$ cat src/rtl/uart_rx_if.sv
// Byte stream from the UART receiver to its consumer.
// data is meaningful only while valid; ready accepts it.
interface uart_rx_if;
    logic [7:0] data;
    logic       valid;
    logic       ready;

    modport master (
        output data,
        output valid,
        input  ready
    );

    modport slave (
        input  data,
        input  valid,
        output ready
    );
endinterface

$ cat src/rtl/uart_rx.sv
// 8N1 UART receiver with oversampled bit recovery.
// Delivers bytes on a valid/ready stream; flags framing and overrun.
module uart_rx #(
    parameter int CLOCK_FREQ = 12_000_000,
    parameter int BAUD_RATE  = 9600,
    parameter int OVERSAMPLE = 16
) (
    input  logic      clk,
    input  logic      reset,
    input  logic      rx,
    uart_rx_if.master bus,
    output logic      frame_err,
    output logic      overrun
);
    localparam int TICK_DIV = CLOCK_FREQ / (BAUD_RATE * OVERSAMPLE);
    localparam logic [15:0] TICK_LAST = 16'(TICK_DIV - 1);
    localparam logic [3:0]  S_MID     = 4'(OVERSAMPLE / 2 - 1);
    localparam logic [3:0]  S_LAST    = 4'(OVERSAMPLE - 1);

    typedef enum logic [2:0] {
        IDLE,
        START,
        DATA,
        STOP,
        WAIT_HIGH
    } state_t;

    state_t      state, state_n;
    logic [1:0]  sync;
    logic        rx_s;
    logic [15:0] tcnt;
    logic        tick;
    logic [3:0]  scnt, scnt_n;
    logic [2:0]  bcnt, bcnt_n;
    logic [7:0]  shreg, shreg_n;
    logic        deliver;
    logic        ferr;

    assign rx_s = sync[1];
    assign tick = (tcnt == TICK_LAST);

    always_ff @(posedge clk or posedge reset) begin
        if (reset) begin
            sync <= 2'b11;
            tcnt <= '0;
        end else begin
            sync <= {sync[0], rx};
            tcnt <= tick ? 16'd0 : tcnt + 16'd1;
        end
    end

    always_ff @(posedge clk or posedge reset) begin
        if (reset) begin
            state <= IDLE;
            scnt  <= '0;
            bcnt  <= '0;
            shreg <= '0;
        end else begin
            state <= state_n;
            scnt  <= scnt_n;
            bcnt  <= bcnt_n;
            shreg <= shreg_n;
        end
    end

    always_comb begin
        state_n = state;
        scnt_n  = scnt;
        bcnt_n  = bcnt;
        shreg_n = shreg;
        deliver = 1'b0;
        ferr    = 1'b0;
        unique case (state)
            IDLE: begin
                if (tick && !rx_s) begin
                    scnt_n  = '0;
                    state_n = START;
                end
            end
            START: begin
                if (tick) begin
                    scnt_n = scnt + 4'd1;
                    if (scnt == S_MID) begin
                        if (!rx_s) begin
                            scnt_n  = '0;
                            bcnt_n  = '0;
                            state_n = DATA;
                        end else begin
                            state_n = IDLE;
                        end
                    end
                end
            end
            DATA: begin
                if (tick) begin
                    scnt_n = scnt + 4'd1;
                    if (scnt == S_LAST) begin
                        shreg_n = {rx_s, shreg[7:1]};
                        bcnt_n  = bcnt + 3'd1;
                        if (bcnt == 3'd7) begin
                            scnt_n  = '0;
                            state_n = STOP;
                        end
                    end
                end
            end
            STOP: begin
                if (tick) begin
                    scnt_n = scnt + 4'd1;
                    if (scnt == S_LAST) begin
                        if (rx_s) begin
                            deliver = 1'b1;
                            state_n = IDLE;
                        end else begin
                            ferr    = 1'b1;
                            state_n = WAIT_HIGH;
                        end
                    end
                end
            end
            WAIT_HIGH: begin
                // Break condition: hold off until the line returns high.
                if (rx_s) state_n = IDLE;
            end
            default: state_n = IDLE;
        endcase
    end

    always_ff @(posedge clk or posedge reset) begin
        if (reset) begin
            bus.data  <= '0;
            bus.valid <= 1'b0;
            frame_err <= 1'b0;
            overrun   <= 1'b0;
        end else begin
            frame_err <= ferr;
            overrun   <= deliver && bus.valid && !bus.ready;
            if (deliver && (!bus.valid || bus.ready)) begin
                bus.data  <= shreg;
                bus.valid <= 1'b1;
            end else if (bus.valid && bus.ready) begin
                bus.valid <= 1'b0;
            end
        end
    end
endmodule

$ cat src/flat_wrapper.sv
// flat-port wrapper written by rule: the top's interface ports become plain ports
module uart_rx_flat 
#(
    parameter int CLOCK_FREQ = 12_000_000,
    parameter int BAUD_RATE  = 9600,
    parameter int OVERSAMPLE = 16
)
  (clk, reset, rx, frame_err, overrun, bus_data, bus_valid, bus_ready);
  uart_rx_if bus_i ();
  input  logic clk;
  input  logic reset;
  input  logic rx;
  output logic frame_err;
  output logic overrun;
  output wire logic [$bits(bus_i.data)-1:0] bus_data;
  output wire logic [$bits(bus_i.valid)-1:0] bus_valid;
  input wire logic [$bits(bus_i.ready)-1:0] bus_ready;
  assign bus_data = bus_i.data;
  assign bus_valid = bus_i.valid;
  assign bus_i.ready = bus_ready;
  uart_rx #(.CLOCK_FREQ(CLOCK_FREQ), .BAUD_RATE(BAUD_RATE), .OVERSAMPLE(OVERSAMPLE)) u_core (.clk(clk), .reset(reset), .rx(rx), .bus(bus_i), .frame_err(frame_err), .overrun(overrun));
endmodule
$ cat config.mk
export PLATFORM = sky130hd
export DESIGN_NAME = uart_rx_flat
export DESIGN_NICKNAME = d
export VERILOG_FILES = /design/src/rtl/uart_rx_if.sv /design/src/rtl/uart_rx.sv /design/src/flat_wrapper.sv
export SDC_FILE = /design/constraint.sdc
export NUM_CORES = 1
export LEC_CHECK = 0
export BUFFER_PORTS_ARGS = -buffer_cell sky130_fd_sc_hd__buf_2
export CAP_MARGIN = 20
export CORE_ASPECT_RATIO = 0.8
export CORE_MARGIN = 2
export CORE_UTILIZATION = 44
export DETAILED_ROUTE_END_ITERATION = 6
export HOLD_SLACK_MARGIN = 0.02
export PLACE_DENSITY = 0.65
export SLEW_MARGIN = 20
export SYNTH_ARGS = -nofsm -noshare
export SYNTH_HDL_FRONTEND = slang
export SYNTH_SLANG_ARGS = --single-unit
$ cat constraint.sdc
create_clock -name clk -period 2.6 [get_ports clk]
set_input_delay 0.52 -clock clk [delete_from_list [all_inputs] [get_ports clk]]
set_output_delay 0.52 -clock clk [all_outputs]
set_load 0.02 [all_outputs]
# Word-level counts from Yosys, hierarchy flattened
# Cells that the tools add are included.
dict set report op_classes {
  add_sub_neg 3
  eq_ne 18
  n_mux 38
  n_reduce_logical 17
}
# cell n
set op_table {}
lappend op_table {{$mux W3} 15}
lappend op_table {{$mux W4} 8}
lappend op_table {{$ne A2 B1 Y1 const B} 9}
lappend op_table {{$add A16 B1 Y16 const B} 1}
lappend op_table {{$eq A16 B7 Y1 const B} 1}
lappend op_table {{$mux W16} 1}
lappend op_table {{$pmux W4 S4} 1}
lappend op_table {{$pmux W3 S5} 1}
lappend op_table {{$mux W1} 10}
lappend op_table {{$reduce_and A9 Y1} 1}
lappend op_table {{$eq A3 B2 Y1 const B} 2}
lappend op_table {{$eq A3 B3 Y1 const B} 2}
lappend op_table {{$pmux W3 S2} 1}
lappend op_table {{$reduce_and A6 Y1} 1}
lappend op_table {{$logic_and A1 B1 Y1} 5}
lappend op_table {{$reduce_and A5 Y1} 1}
lappend op_table {{$add A4 B1 Y4 const B} 1}
lappend op_table {{$eq A4 B3 Y1 const B} 1}
lappend op_table {{$eq A4 B4 Y1 const B} 1}
lappend op_table {{$reduce_bool A2 Y1} 2}
lappend op_table {{$reduce_bool A4 Y1} 1}
lappend op_table {{$add A3 B1 Y3 const B} 1}
lappend op_table {{$eq A3 B1 Y1 const B} 1}
lappend op_table {{$logic_not A1 Y1} 3}
lappend op_table {{5 further kinds} 5}
dict set report word_totals {
  register_bits 47
  output_inout_bits 11
  word_cells 86
}

# Logic depth before layout (Yosys ltp)
# Gate-level depths: netlist of run 1.
dict set report logic_depth {
  ltp_word 6
  mapped_depth 7
}

# Least setup slack after synthesis of run 1
# OpenSTA, ideal clock, no wires.
dict set report synth_path {
  path_type {reg-to-reg}
  from {register u_core.tcnt[1]}
  to {register u_core.shreg[0]}
  setup_ps 125
  t_arrival_ps 1806
  t_required_ps 2475
  setup_slack_ps 669
  path_stages_with_launch 7
  path_cell_list {dfrtp_1 inv_1 ha_1 and4bb_2 nand4_4 nor4_4 mux2_2}
}
dict set report synth_between {
  elab_chain_len 2
}
# item line
set synth_rtl {}
lappend synth_rtl {{from (decl)} uart_rx.sv:31} ;# logic [15:0] tcnt;
lappend synth_rtl {{from (signal assigned)} uart_rx.sv:48} ;# tcnt <= tick ? 16'd0 : tcnt + 16'd1;
lappend synth_rtl {{$eq A16 B7 Y1} uart_rx.sv:40} ;# assign tick = (tcnt == TICK_LAST);
lappend synth_rtl {{$reduce_and A3 Y1 (no source line)} n/a}
lappend synth_rtl {{to (signal assigned)} uart_rx.sv:62} ;# shreg <= shreg_n;
lappend synth_rtl {{to (decl)} uart_rx.sv:35} ;# logic [7:0] shreg, shreg_n;
# Every way passes these cells.
# A chain may end at the register's enable or synchronous reset.

# Final worst setup path of run 1
dict set report layout_path {
  from {register u_core.tcnt[1]}
  to {register u_core.shreg[7]}
}
# Same word-level chain as after synthesis.

==> impl_metrics.toml, run 1 <==
[layout]
n_antenna_cell = 0
fin_cells = 270
area_delta_synth_final_pct = 12.3
layout.filler_cells = 451
drive_gt1_frac = 0.264
finish.net_count = 216

[clock_tree]
worst_setup_hold_path_clk_slew_ps = 90
cts_tree = "yes"
h-tree-depth = 2
setup_fix_buffers_added_after_clock_tree_synthesis = 0
cts.repair.resized = 0
cts_inserted_buffers = 5
cts.sinks = 47
ctsRootBufferMaster = "sky130_fd_sc_hd__clkbuf_8"
clk_latency_ps = 300
clock_path_buffers = 2
cts.hold.buffers_added = 0

[die]
initial_core_utilization = 0.451
floorplan.core_area_um2 = 4950
floorplan.die_area_um2 = 5660
io-pin-count = 15
placement_row_count = 23
fp.dieW_um = 83.6
die-height_um = 67.7

[setup_path]
reg2regPathDepth = 6
reg2reg_setup_slack_ps = 400
critical_path.reg2reg.endpoint = "u_core.shreg[7]$_DFFE_PP0P_"
timing.rr.start = "u_core.tcnt[1]$_DFF_PP0_"
cp.buffers_inverters = 1
cp_max_fo = 8
crit_path_max_incr_delay_ps = 610
cp-end-kind = "flop"
worstPathRequired_ps = 2790
criticalPathCategory = "reg2reg"
cp_data_arrival_time_ps = 2400
cp_slowest_cell = "sky130_fd_sc_hd__nor4_4"
worstPathCellList = "inv_1 -> ha_1 -> and4bb_2 -> nand4_4 -> nor4_4 -> mux2_2"
cpLargestDelayFamily = "simple AND/OR/NAND/NOR gates"
setup_crit_start_kind = "flop"

[synth]
synthesized_flop_and_latch_total = 47
syn-mean-instance-area_um2 = 11.7
yosys.area.top_type = "sky130_fd_sc_hd__dfrtp_1"
synth_common_cells = "sky130_fd_sc_hd__dfrtp_1, sky130_fd_sc_hd__mux2_2, sky130_fd_sc_hd__nand2_1, sky130_fd_sc_hd__nor2_1, sky130_fd_sc_hd__nand3_1"
synthDominantCellAreaShare = 0.505
post_synth_num_cell_types = 44
ys_warnings = 0
syn_inst = 190
mappedNetlistNets = 199
async_flop_share = 1.00
synth.yosys.seq_area_share = 0.528
synth_area_leaders = "sky130_fd_sc_hd__dfrtp_1, sky130_fd_sc_hd__mux2_2, sky130_fd_sc_hd__ha_1, sky130_fd_sc_hd__xnor2_1, sky130_fd_sc_hd__xor2_1"
synth_edf_count = 0
synth_area_um2 = 2230
flip_flop_cell_with_the_highest_count_after_synthesis = "sky130_fd_sc_hd__dfrtp_1"
synth_most_common_cell = "sky130_fd_sc_hd__dfrtp_1"

[global_routing]
maximum_number_of_pins_on_one_net_before_global_route_repair = 48
grt_overflow_total = 0
first_global_vias = 1424
antenna_found_initial = 0
grt_util_all_layers = 0.151
grt_pass1_wl_um = 6640

[hold_path]
hold_path.startpoint = "rx"
holdPathEnd = "u_core.sync[0]$_DFF_PP1_"
instance_count_along_the_most_critical_hold_path = 1
min-delay-path-class = "in2reg"

[routing]
route.final.wire_length_um = 3850
antenna_violating_nets_post_route = 0
dr_iter_0_viols = 70
detail_route.first_pass.iterations = 4
detail_route.wl_per_cell_um = 14.2
drt_drc_violations_left = 0
dr_total_vias = 1455
route.detailed.vias_per_inst = 5.39

[sta]
period_share = 0.848
worst_pin_slew_ps = 653
finalHoldViolCount = 0
timing.slew.headroom = 0.561
postLayoutSetupSlackWorst_ps = 396
setup-violations-final = 0
fin_worst_skew_ps = 5.51
drv_slew = 0
fmax_mhz = 454
rsz_0062_raised_after_global_routing = "false"
post-route-min-period_ps = 2200
fin_tns_setup_ps = 0

[placement]
dpl_worst_slack_ps = 404
globalplace.congestion = 0.799
port_buffers = 14
numPlacedInstances = 262
hpwlAfterDp_um = 2680

[power]
power_density_nw_per_um2 = 551
peakVddDrop_mv = 0.386
power_leakage_uw = 0.00118

[run]
cap_violations = 0

[run_status]
run_status = "completed"
layout by cell type, fill, tap and decap left out, types with 6 or more instances in the layout:
cell,n
sky130_fd_sc_hd__buf_2,14
sky130_fd_sc_hd__dfrtp_1,45
sky130_fd_sc_hd__inv_1,6
sky130_fd_sc_hd__mux2_2,18
sky130_fd_sc_hd__nand2_1,15
sky130_fd_sc_hd__nand3_1,10
sky130_fd_sc_hd__nor2_1,13
sky130_fd_sc_hd__nor3_1,6
sky130_fd_sc_hd__xnor2_1,7
sky130_fd_sc_hd__xor2_1,7
metal layers:
| metal | GRT usage | part of all wire | vias to the layer above |
|---|---|---|---|
| met3 | 0.0318 | 0.033 | 6 |
| met4 | 0.0827 | 0.018 | 0 |
| met1 | 0.207 | 0.52 | 712 |
| met5 | 0 | 0 | - |
| met2 | 0.229 | 0.43 | 23 |
| li1 | - | - | 714 |
worst max path at each step:
stage | start | end | slack, ps | cells past startpoint
CTS | u_core.tcnt[1]$_DFF_PP0_ | u_core.shreg[6]$_DFFE_PP0P_ | 390 | 6
finish | u_core.tcnt[1]$_DFF_PP0_ | u_core.shreg[7]$_DFFE_PP0P_ | 400 | 6
detailed placement | u_core.tcnt[1]$_DFF_PP0_ | u_core.shreg[6]$_DFFE_PP0P_ | 400 | 6
global route | u_core.scnt[0]$_DFFE_PP0P_ | u_core.bus.data[5]$_DFFE_PP0P_ | 250 | 5
floorplan | u_core.tcnt[1]$_DFF_PP0_ | u_core.shreg[0]$_DFFE_PP0P_ | 670 | 6
global placement | u_core.tcnt[1]$_DFF_PP0_ | u_core.shreg[0]$_DFFE_PP0P_ | 430 | 6
worst reg2reg max path: cells and delay by family (launching register included):
kind / cells / cell delay, ps
adder cells (fa/ha/maj): 1 / 140
buffers and inverters: 1 / 80
flip-flops: 1 / 430
multiplexers: 1 / 410
AND/OR/NAND/NOR: 3 / 1050
through the flow:
step	total power (µW)	utilization	instance area, µm²	hold slack [ps]
after floorplan	761	-	2230	345
after global placement	769	0.479	2370	346
after detailed placement	769	0.479	2370	347
after CTS	1400	0.506	2500	308
after global routing	1430	0.506	2500	300
final	1380	0.506	2500	314
flip-flops by register name (all words and copies together), names as in the netlist:
signal	count
u_core.state	3
u_core.overrun	1
u_core.frame_err	1
u_core.sync	2
u_core.bus.data	8
u_core.bus.valid	1
u_core.scnt	4
u_core.tcnt	16
u_core.bcnt	3
u_core.shreg	8
final cells by class:
class,instances,area (µm²),share of cell area
Tap cell,62,77.6,0.0310
Timing Repair Buffer,16,85.1,0.0340
Clock buffer,5,68.8,0.0275
Sequential cell,47,1180,0.471
Multi-Input combinational cell,130,1000,0.400
Clock inverter,3,67.6,0.0270
Inverter,7,26.3,0.0105
power by group:
group          leakage [µW]  internal [µW]  switching, µW
combinational      0.000475           3.25           13.9
sequential         0.000636            733           2.69
clock             0.0000644            383            244
kinds of logic after synthesis:
| group | count (synthesis) | share of synthesized area |
|---|---|---|
| adders and majority gates | 5 | 0.0280 |
| muxes | 20 | 0.0998 |
| xor gates and xnor gates | 14 | 0.0550 |
| and+or+nand+nor | 70 | 0.197 |
| AOI/OAI and AO/OA | 21 | 0.0690 |
| buffers and inverters | 13 | 0.0230 |
| DFF | 47 | 0.528 |
Power figures use the tool's default switching activity.
==> inputs of run 2 (changes only) <==
Settings changed: PLACE_DENSITY 0.65 to 0.67.
Clock period 2.6 ns to 2 ns, I/O delays scaled along.
==> run 2 against run 1 <==
Net effect: utilization increased by 1.5 points; sequential power increased by 30%; hold slack got worse by 180 ps; worst setup slack got worse by 230 ps; non-clock buffer count increased by 12; register-to-register slack got worse by 230 ps; clock skew increased by 3.1 ps; global-route usage increased by 0.27 points; critical path type unchanged; largest power group unchanged; highest routed layer unchanged.
==> impl_metrics.toml, run 2 (synthesis gave the netlist of run 1 again) <==
[run_status]
run_status = "completed"

[layout]
regMostFlops = "u_core.tcnt"
finish.net_count = 228
drive_gt1_frac = 0.305
area_delta_synth_final_pct = 15.6
n_antenna_cell = 0
largest_reg_flops = 16
seq_area_um2 = 1180
layout.cells.most_common_list = "sky130_fd_sc_hd__dfrtp_1, sky130_fd_sc_hd__mux2_2, sky130_fd_sc_hd__nand2_1"
multi_input_comb_area_um2 = 1010
final_common_cell = "sky130_fd_sc_hd__dfrtp_1"
layout.filler_cells = 436
layout.core_utilization = 0.521
reg_top3 = "u_core.tcnt x16, u_core.bus.data x8, u_core.shreg x8"

[sta]
hold_slack_ps = 130
period_share = 0.917
post-route-min-period_ps = 1830
fin_worst_skew_ps = 8.59
fin_tns_setup_ps = 0
drv_slew = 0
fmax_mhz = 545
finalHoldViolCount = 0
worst_pin_slew_ps = 552
rsz_0062_raised_after_global_routing = "false"
timing.slew.headroom = 0.632
setup-violations-final = 0
postLayoutSetupSlackWorst_ps = 167

[die]
fp.dieW_um = 83.6
placement_row_count = 23
io-pin-count = 15
floorplan.die_area_um2 = 5660
floorplan.core_area_um2 = 4950
initial_core_utilization = 0.451
die-height_um = 67.7

[hold_path]
min-delay-path-class = "in2async"

[global_routing]
grt_util_all_layers = 0.154
first_global_vias = 1450
grt_overflow_total = 0
grt_pass1_wl_um = 6820
maximum_number_of_pins_on_one_net_before_global_route_repair = 27
antenna_found_initial = 0

[setup_path]
setup_crit_start_kind = "flop"
worstPathCellList = "inv_1 -> ha_1 -> and4bb_2 -> nand4_4 -> nor4_4 -> buf_6 -> mux2_2"
cp_data_arrival_time_ps = 2030
crit_path_max_incr_delay_ps = 380
reg2regPathDepth = 7
cp_slowest_cell = "sky130_fd_sc_hd__dfrtp_1"
cp_max_fo = 8
worstPathRequired_ps = 2200
cp-end-kind = "flop"
criticalPathCategory = "reg2reg"

[clock_tree]
h-tree-depth = 2
clk_latency_ps = 300
cts_inserted_buffers = 5
cts_tree = "yes"
cts.sinks = 47
ctsRootBufferMaster = "sky130_fd_sc_hd__clkbuf_8"
worst_setup_hold_path_clk_slew_ps = 90
clock_path_buffers = 2
setup_fix_buffers_added_after_clock_tree_synthesis = 0

[placement]
dpl_worst_slack_ps = 106
hpwlAfterDp_um = 2810
port_buffers = 14
globalplace.congestion = 0.814

[routing]
detail_route.wl_per_cell_um = 13.8
dr_iter_0_viols = 54
route.detailed.vias_per_inst = 5.24
detail_route.first_pass.iterations = 4
antenna_violating_nets_post_route = 0
route.final.wire_length_um = 3880
dr_total_vias = 1477
drt_drc_violations_left = 0

[power]
power_leakage_uw = 0.00123
power_density_nw_per_um2 = 616
peakVddDrop_mv = 0.470

[run]
cap_violations = 0
[run 2: what timing repair did]
action                                  4_1_cts  5_1_grt
resized for setup                             0        2
hold buffers                                  0        0
endpoints found under the setup margin        0       10
[run 2: worst max-delay path: cells and delay by family (launching register included)]
family                     cells  cell delay (ps)
adders and majority gates      1              120
buffers and inverters          2              220
DFF                            1              380
muxes                          1              340
and+or+nand+nor                3              650
[run 2: layer usage]
metal	share of wire	GRT usage	wire, µm
met1	0.54	0.221	2100
met2	0.42	0.231	1620
met3	0.029	0.0391	113
met4	0.012	0.0484	46
met5	0	0	0
[run 2: final cells by class]
cell class,count,area share
tap,62,0.0301
clock buffer,5,0.0267
timing repair buffer,28,0.0742
sequential,47,0.457
inverter,7,0.0102
multi-input combinational,130,0.391
clock inverter,3,0.0107
[run 2: worst paths after layout]
check,start,to,slack (ps)
min,reset,u_core.frame_err$_DFF_PP0_,130
min in group clk,rx,u_core.sync[0]$_DFF_PP1_,180
max in group asynchronous,reset,u_core.state[1]$_DFFE_PP0P_,1360
min reg2reg,u_core.sync[0]$_DFF_PP1_,u_core.sync[1]$_DFF_PP1_,360
max,u_core.tcnt[1]$_DFF_PP0_,u_core.shreg[2]$_DFFE_PP0P_,170
max reg2reg,u_core.tcnt[1]$_DFF_PP0_,u_core.shreg[2]$_DFFE_PP0P_,170
[run 2: power breakdown]
part	switching, µW	internal (µW)	leakage, µW	total [µW]
logic	18.9	6.88	0.000549	25.8
clock network	348	259	0.0000467	607
registers	3.65	953	0.000636	957
[run 2: per-stage QoR]
step | std cells | instance area [µm²] | total power, µW
finish | 282 | 2580 | 1590
global route | 282 | 2580 | 1660
CTS | 282 | 2570 | 1620
detailed placement | 274 | 2470 | 1000
global placement | 274 | 2470 | 1000
floorplan | 190 | 2230 | 989
